$ cat config.mk
export PLATFORM = sky130hd
export DESIGN_NAME = uop_issue_ctrl
export DESIGN_NICKNAME = d
export VERILOG_FILES = /design/src/rtl/uop_pkg.sv /design/src/rtl/uop_result_fifo.sv /design/src/rtl/uop_issue_ctrl.sv
export SDC_FILE = /design/constraint.sdc
export NUM_CORES = 1
export LEC_CHECK = 0
export ABC_CLOCK_PERIOD_IN_PS = 14630
export CORE_MARGIN = 3
export CORE_UTILIZATION = 40
export DETAILED_ROUTE_END_ITERATION = 8
export PLACE_DENSITY = 0.74
export SYNTH_ARGS = -nofsm -noshare
export SYNTH_HDL_FRONTEND = slang
export SYNTH_SLANG_ARGS = --single-unit
$ cat constraint.sdc
create_clock -name clk -period 14.63 [get_ports clk]
set_input_delay 2.926 -clock clk [delete_from_list [all_inputs] [get_ports clk]]
set_output_delay 2.926 -clock clk [all_outputs]
set_load 0.01 [all_outputs]
$ cat src/rtl/uop_pkg.sv
// Shared sizing helpers for the uop issue/collection controller and its result FIFO.
package uop_pkg;

    function automatic int unsigned issue_cnt_w(input int unsigned lat);
        return $clog2(lat + 32'd2);
    endfunction

    function automatic int unsigned ptr_w(input int unsigned depth);
        return (depth > 32'd1) ? $clog2(depth) : 32'd1;
    endfunction

endpackage

$ cat src/rtl/uop_result_fifo.sv
// Synchronous result FIFO with a registered head output; pointers wrap modulo DEPTH,
// so non-power-of-two depths are supported.
module uop_result_fifo
    import uop_pkg::*;
#(
    parameter int W     = 32,
    parameter int DEPTH = 4,
    localparam int CNT_W = $clog2(DEPTH + 1)
) (
    input  logic             clk,
    input  logic             rst,
    input  logic             push_i,
    input  logic [W-1:0]     push_data_i,
    input  logic             pop_i,
    output logic             full_o,
    output logic             empty_o,
    output logic [CNT_W-1:0] count_o,
    output logic [W-1:0]     head_o
);

    localparam int PTR_W = ptr_w(DEPTH);

    logic [W-1:0]     mem_q [DEPTH];
    logic [W-1:0]     mem_d [DEPTH];
    logic [PTR_W-1:0] wr_ptr_q, wr_ptr_d;
    logic [PTR_W-1:0] rd_ptr_q, rd_ptr_d;
    logic [CNT_W-1:0] count_q, count_d;
    logic [W-1:0]     head_q;
    logic             push_s, pop_s;

    function automatic logic [PTR_W-1:0] ptr_inc(input logic [PTR_W-1:0] p);
        return (p == PTR_W'(DEPTH - 1)) ? '0 : p + PTR_W'(1);
    endfunction

    assign full_o  = (count_q == CNT_W'(DEPTH));
    assign empty_o = (count_q == '0);
    assign count_o = count_q;
    assign head_o  = head_q;
    assign push_s  = push_i && !full_o;
    assign pop_s   = pop_i && !empty_o;

    // Next-state memory, pointers and occupancy.
    always_comb begin
        mem_d    = mem_q;
        wr_ptr_d = wr_ptr_q;
        rd_ptr_d = rd_ptr_q;
        count_d  = count_q;
        if (push_s) begin
            mem_d[wr_ptr_q] = push_data_i;
            wr_ptr_d        = ptr_inc(wr_ptr_q);
        end else begin
            wr_ptr_d = wr_ptr_q;
        end
        if (pop_s) begin
            rd_ptr_d = ptr_inc(rd_ptr_q);
        end else begin
            rd_ptr_d = rd_ptr_q;
        end
        case ({push_s, pop_s})
            2'b10:   count_d = count_q + CNT_W'(1);
            2'b01:   count_d = count_q - CNT_W'(1);
            default: count_d = count_q;
        endcase
    end

    // Storage and state registers; the head is looked up from the post-update memory so a
    // push into an empty FIFO is visible the very next cycle.
    always_ff @(posedge clk or posedge rst) begin
        if (rst) begin
            for (int i = 0; i < DEPTH; i++) begin
                mem_q[i] <= '0;
            end
            wr_ptr_q <= '0;
            rd_ptr_q <= '0;
            count_q  <= '0;
            head_q   <= '0;
        end else begin
            mem_q    <= mem_d;
            wr_ptr_q <= wr_ptr_d;
            rd_ptr_q <= rd_ptr_d;
            count_q  <= count_d;
            head_q   <= mem_d[rd_ptr_d];
        end
    end

endmodule

$ cat src/rtl/uop_issue_ctrl.sv
// Credit-based issue and in-order collection around a stall-free uop_block.
// Optional tag transport is enabled by defining UOP_ISSUE_TAG_EN.
module uop_issue_ctrl
    import uop_pkg::*;
#(
    parameter int W     = 32,
    parameter int LAT   = 1,
    parameter int DEPTH = 4,
    parameter int TAG_W = 4,
    localparam int SHW   = $clog2(W),
    localparam int INF_W = issue_cnt_w(LAT)
) (
    input  logic             clk,
    input  logic             rst,
    input  logic             in_valid,
    output logic             in_ready,
    input  logic [W-1:0]     in_src,
    input  logic [SHW-1:0]   in_shamt,
    output logic [W-1:0]     blk_src,
    output logic [SHW-1:0]   blk_shamt,
    input  logic [W-1:0]     blk_dst,
    output logic             out_valid,
    input  logic             out_ready,
    output logic [W-1:0]     out_dst,
    output logic [INF_W-1:0] inflight
`ifdef UOP_ISSUE_TAG_EN
    ,
    input  logic [TAG_W-1:0] in_tag,
    output logic [TAG_W-1:0] out_tag
`endif
);

`ifdef UOP_ISSUE_TAG_EN
    localparam int TAG_EN = 1;
`else
    localparam int TAG_EN = 0;
`endif
    localparam int FW    = W + TAG_EN * TAG_W;
    localparam int CNT_W = $clog2(DEPTH + 1);
    localparam int SUM_W = $clog2(DEPTH + LAT + 2) + 1;

    logic [SHW-1:0]   shamt_q, shamt_d;
    logic [INF_W-1:0] inflight_q, inflight_d;
    logic [CNT_W-1:0] fifo_cnt_s;
    logic [SUM_W-1:0] used_s;
    logic [FW-1:0]    push_data_s, head_s;
    logic             fifo_full_s, fifo_empty_s;
    logic             shamt_ok_s, issue_s, cap_s, push_s, pop_s;
`ifdef UOP_ISSUE_TAG_EN
    logic [TAG_W-1:0] cap_tag_s;
`endif

    // Credit counts registered state only, so a same-cycle pop never frees a slot early.
    assign used_s     = SUM_W'(fifo_cnt_s) + SUM_W'(inflight_q);
    assign shamt_ok_s = (inflight_q == '0) || (in_shamt == shamt_q);
    assign in_ready   = (used_s < SUM_W'(DEPTH)) && shamt_ok_s;
    assign issue_s    = in_valid && in_ready;
    assign blk_src    = in_src;
    assign blk_shamt  = (inflight_q == '0) ? in_shamt : shamt_q;
    assign inflight   = inflight_q;

    generate
        if (LAT > 0) begin : g_vsr
            logic [LAT-1:0] vsr_q, vsr_d;

            // Issue marker delay line matching the block pipeline.
            always_comb begin
                vsr_d = LAT'({vsr_q, issue_s});
            end

            // Marker register.
            always_ff @(posedge clk or posedge rst) begin
                if (rst) begin
                    vsr_q <= '0;
                end else begin
                    vsr_q <= vsr_d;
                end
            end

            assign cap_s = vsr_q[LAT-1];
`ifdef UOP_ISSUE_TAG_EN
            logic [TAG_W-1:0] tsr_q [LAT];

            // Tag delay line running alongside the issue markers.
            always_ff @(posedge clk or posedge rst) begin
                if (rst) begin
                    for (int k = 0; k < LAT; k++) begin
                        tsr_q[k] <= '0;
                    end
                end else begin
                    tsr_q[0] <= in_tag;
                    for (int k = 1; k < LAT; k++) begin
                        tsr_q[k] <= tsr_q[k-1];
                    end
                end
            end

            assign cap_tag_s = tsr_q[LAT-1];
`endif
        end else begin : g_no_vsr
            assign cap_s = issue_s;
`ifdef UOP_ISSUE_TAG_EN
            assign cap_tag_s = in_tag;
`endif
        end
    endgenerate

    // In-flight count and the shift amount held while words are in the pipeline.
    always_comb begin
        inflight_d = inflight_q;
        shamt_d    = shamt_q;
        case ({issue_s, cap_s})
            2'b10:   inflight_d = inflight_q + INF_W'(1);
            2'b01:   inflight_d = inflight_q - INF_W'(1);
            default: inflight_d = inflight_q;
        endcase
        if (issue_s) begin
            shamt_d = in_shamt;
        end else begin
            shamt_d = shamt_q;
        end
    end

    // Controller state registers.
    always_ff @(posedge clk or posedge rst) begin
        if (rst) begin
            inflight_q <= '0;
            shamt_q    <= '0;
        end else begin
            inflight_q <= inflight_d;
            shamt_q    <= shamt_d;
        end
    end

`ifdef UOP_ISSUE_TAG_EN
    assign push_data_s = {cap_tag_s, blk_dst};
    assign out_tag     = head_s[FW-1:W];
    assign out_dst     = head_s[W-1:0];
`else
    assign push_data_s = blk_dst;
    assign out_dst     = head_s;
`endif
    assign push_s    = cap_s && !fifo_full_s;
    assign pop_s     = out_valid && out_ready;
    assign out_valid = !fifo_empty_s;

    uop_result_fifo #(
        .W     (FW),
        .DEPTH (DEPTH)
    ) u_fifo (
        .clk         (clk),
        .rst         (rst),
        .push_i      (push_s),
        .push_data_i (push_data_s),
        .pop_i       (pop_s),
        .full_o      (fifo_full_s),
        .empty_o     (fifo_empty_s),
        .count_o     (fifo_cnt_s),
        .head_o      (head_s)
    );

endmodule

==> flow_summary_export.csv <==
group,metric,value,unit
worst_setup_path,critical_path_class,"input pin to output pin",
pwr,power.combinational.fraction,0.412,
pwr,p_switching,0.0006396,W
clock_network,postCtsResizedCells,0,
worst_setup_path,worst_ep_required_time,11.70,ns
drt,dr_total_vias,4153,
grt,use_met3,0.04300,
drt,drt.antenna.violating_nets,0,
grt,maximum_number_of_pins_on_one_net_before_global_route_repair,99,
floorplanning,dieHeight,149.9,um
yosys,mappedNetlistNets,603,
worst_setup_path,worst_r2r_path_depth,6,
worst_setup_path,critical_path_arrival,4.71,ns
grt,global_route.usage.met2,0.2548,
clock_network,cts_root_buf,"clkbuf_16",
status,run_status,"complete, no violations",
clock_network,cts.repair_timing.setup_buffer_count,0,
job,cap_violations,0,
clock_network,cts_max_path_buffers,2,
placed_design,cell_count_after_placement,817,
floorplanning,die_width,149.9,um
pwr,irDropWorstVdd,109.4,uV
sta,report.final.setup_viol,0,
sta,max_clock_freq,0.1310,GHz
worst_setup_path,critical_path_peak_fanout,3,
clock_network,ctsHtreeMaxLevel,4,
placed_design,gp_congestion,0.7061,
layout,cell_count_final_fillers_out,849,
drt,routed_wl,16350,um
yosys,avgSynthCellArea,15.91,um2
grt,globalRoute.totalOverflow,0,
pwr,clockPowerShare,0.220,
sta,skew,0.007449,ns
min_path,hold_path_class,"flop to flop",
clock_network,tritoncts.num_buffers,17,
yosys,ys_types,27,
sta,finalWorstPathRequiredPeriod,7.634,ns
floorplanning,core_area,20300,um2
clock_network,cts.reportedPaths.clkPinSlew,0.06,ns
layout,most-common-layout-cells,"dfrtp_1, mux2_4, mux2i_1",
yosys,ys_ff_latch,175,
yosys,post_synthesis_instance_area,8287,um2
sta,setup-tns-final,0,ns
layout,insertedDiodeCount,0,
pwr,seqPwrFrac,0.368,
min_path,hold_path_depth,1,
worst_setup_path,regToRegSetupSlack,11.17,ns
drt,route.detailed.wl_per_inst,19.25,um
sta,final-max-slew-violation-count,0,
floorplanning,initial_core_util,0.4082,
pwr,power_switching_share,0.3050,
clock_network,cts_hold_repair.buffers,0,
pwr,static-leakage-power,4.575,nW
floorplanning,pin_count,146,
clock_network,clkLatencyLatePin,0.41,ns
floorplanning,standard_cell_rows,52,
yosys,postSynthCellCount,521,
sta,setup_repair_after_global_routing_missed_its_margin,"false",
drt,route.detailed.vias_per_inst,4.892,
worst_setup_path,critPathLaunchType,"input pin",
layout,postLayoutCellArea,9595,um2
placed_design,dpl_cell_area,8981,um2
floorplanning,fp.dieArea,22480,um2
placed_design,portBuffers,81,
grt,global_route.peak_usage_layer,"met2",
grt,met1_usage,0.1979,
clock_network,cts.sinks,175,
layout,mostFrequentLayoutCell,"dfrtp_1",
layout,flow.area_growth_from_synthesis,15.79,%
grt,grt_antenna_before_repair,0,
pwr,cell_internal_pwr,0.001458,W
sta,max_slew_margin,0.2382,
sta,hold_violations,0,
clock_network,cts_tree,"built",
yosys,synth.yosys.seq_area_share,0.5285,
sta,period_share,0.5218,
worst_setup_path,kind_of_capture_point_of_the_worst_setup_path,"output pin",
placed_design,dp_hpwl,9861,um
sta,worst-slew-pin-transition,1.140,ns
sta,hold-worst-slack,0.4876,ns
pwr,cellPowerDensity,218.6,nW/um2
grt,track_usage,0.1534,
layout,final_net_count,648,
grt,grt_first_pass_wirelength,26950,um
drt,violation_count_after_the_first_detailed_route_iteration,201,
drt,dr.pass1.iters,4,
grt,first_global_vias,4850,
layout,post_route_cells_drive_above_1_share,0.3022,
yosys,yosysWarnings,0,
pwr,total_power,0.002097,W
drt,drc_errors,0,
## final timing paths
kind                                          endpoint                          start
max in group asynchronous  u_fifo.mem_q[118]$_DFF_PP0_                            rst
min in group asynchronous   u_fifo.head_o[7]$_DFF_PP0_                            rst
max reg2reg                u_fifo.head_o[14]$_DFF_PP0_  u_fifo.count_o[0]$_DFFE_PP0P_
max                                           in_ready                    in_shamt[3]
min reg2reg                  u_fifo.mem_q[0]$_DFF_PP0_      u_fifo.mem_q[0]$_DFF_PP0_
min                          u_fifo.mem_q[0]$_DFF_PP0_      u_fifo.mem_q[0]$_DFF_PP0_
## critical path, cell delays in order
cell and delay (ns):
clkdlybuf4s50_1 0.45, xor2_1 0.16, nor4_1 0.33, a21oi_1 0.15, nor2_1 0.14, clkdlybuf4s50_1 0.55
## stage by stage
| step | util | worst slack, ns |
|---|---|---|
| after CTS | 0.4727 | 6.968 |
| after detailed placement | 0.4424 | 6.983 |
| after global routing | 0.4727 | 6.857 |
| after floorplan | - | 6.959 |
| final | 0.4727 | 6.996 |
| after global placement | 0.4424 | 7.003 |
## metal layers
metal,up-vias,wire length [um],part of all wire
li1,1875,-,-
met2,92,8118,0.50
met3,16,706,0.043
met5,-,0,0
met4,0,178,0.011
met1,2170,7344,0.45
## power groups by stage
stage               clock network (W)  registers, W  logic, W
finish                       0.000462      0.000771  0.000864
global route                 0.000496      0.000792  0.000940
CTS                          0.000474      0.000773  0.000878
detailed placement                  0      0.000778  0.000869
global placement                    0      0.000764  0.000834
floorplan                           0      0.000768  0.000639
## cells in the mapped netlist (all sizes together)
cell	instances	area (um2)
xnor2	4	35.03
buf	55	494.2
clkbuf	3	11.26
nand2	3	11.26
mux2	139	2016
inv	10	37.54
a311o	1	10.01
ha	8	100.1
dfrtp	175	4379
fa	1	20.02
and3	4	45.04
or3b	1	11.26
nor3	1	5.000
a21oi	2	10.01
nor2	4	15.01
xor2	7	61.31
o31ai	1	12.51
or3	2	12.51
nor4	1	6.260
nor3b	1	12.51
mux2i	98	980.9
## area by class of cell
type,count,area [um2]
Tap cell,270,337.8
Inverter,10,42.54
Clock inverter,7,98.84
Timing Repair Buffer,84,833.3
Clock buffer,25,515.5
Sequential cell,175,4379
Fill cell,1753,10700
Multi-Input combinational cell,278,3388
## registers in the layout, indices dropped and copies added (netlist names)
name,flops
shamt_q,5
u_fifo.head_o,32
u_fifo.mem_q,128
u_fifo.wr_ptr_q,2
cap_s,1
u_fifo.rd_ptr_q,2
inflight,2
u_fifo.count_o,3
## logic make-up after synthesis
| group | synth area share |
|---|---|
| muxes | 0.3616 |
| xor gates and xnor gates | 0.01163 |
| DFF | 0.5285 |
| and+or+nand+nor | 0.01434 |
| AOI/OAI and AO/OA | 0.003926 |
| adders and majority gates | 0.01450 |
| buffers and inverters | 0.06553 |
Power figures use the tool's default switching activity.
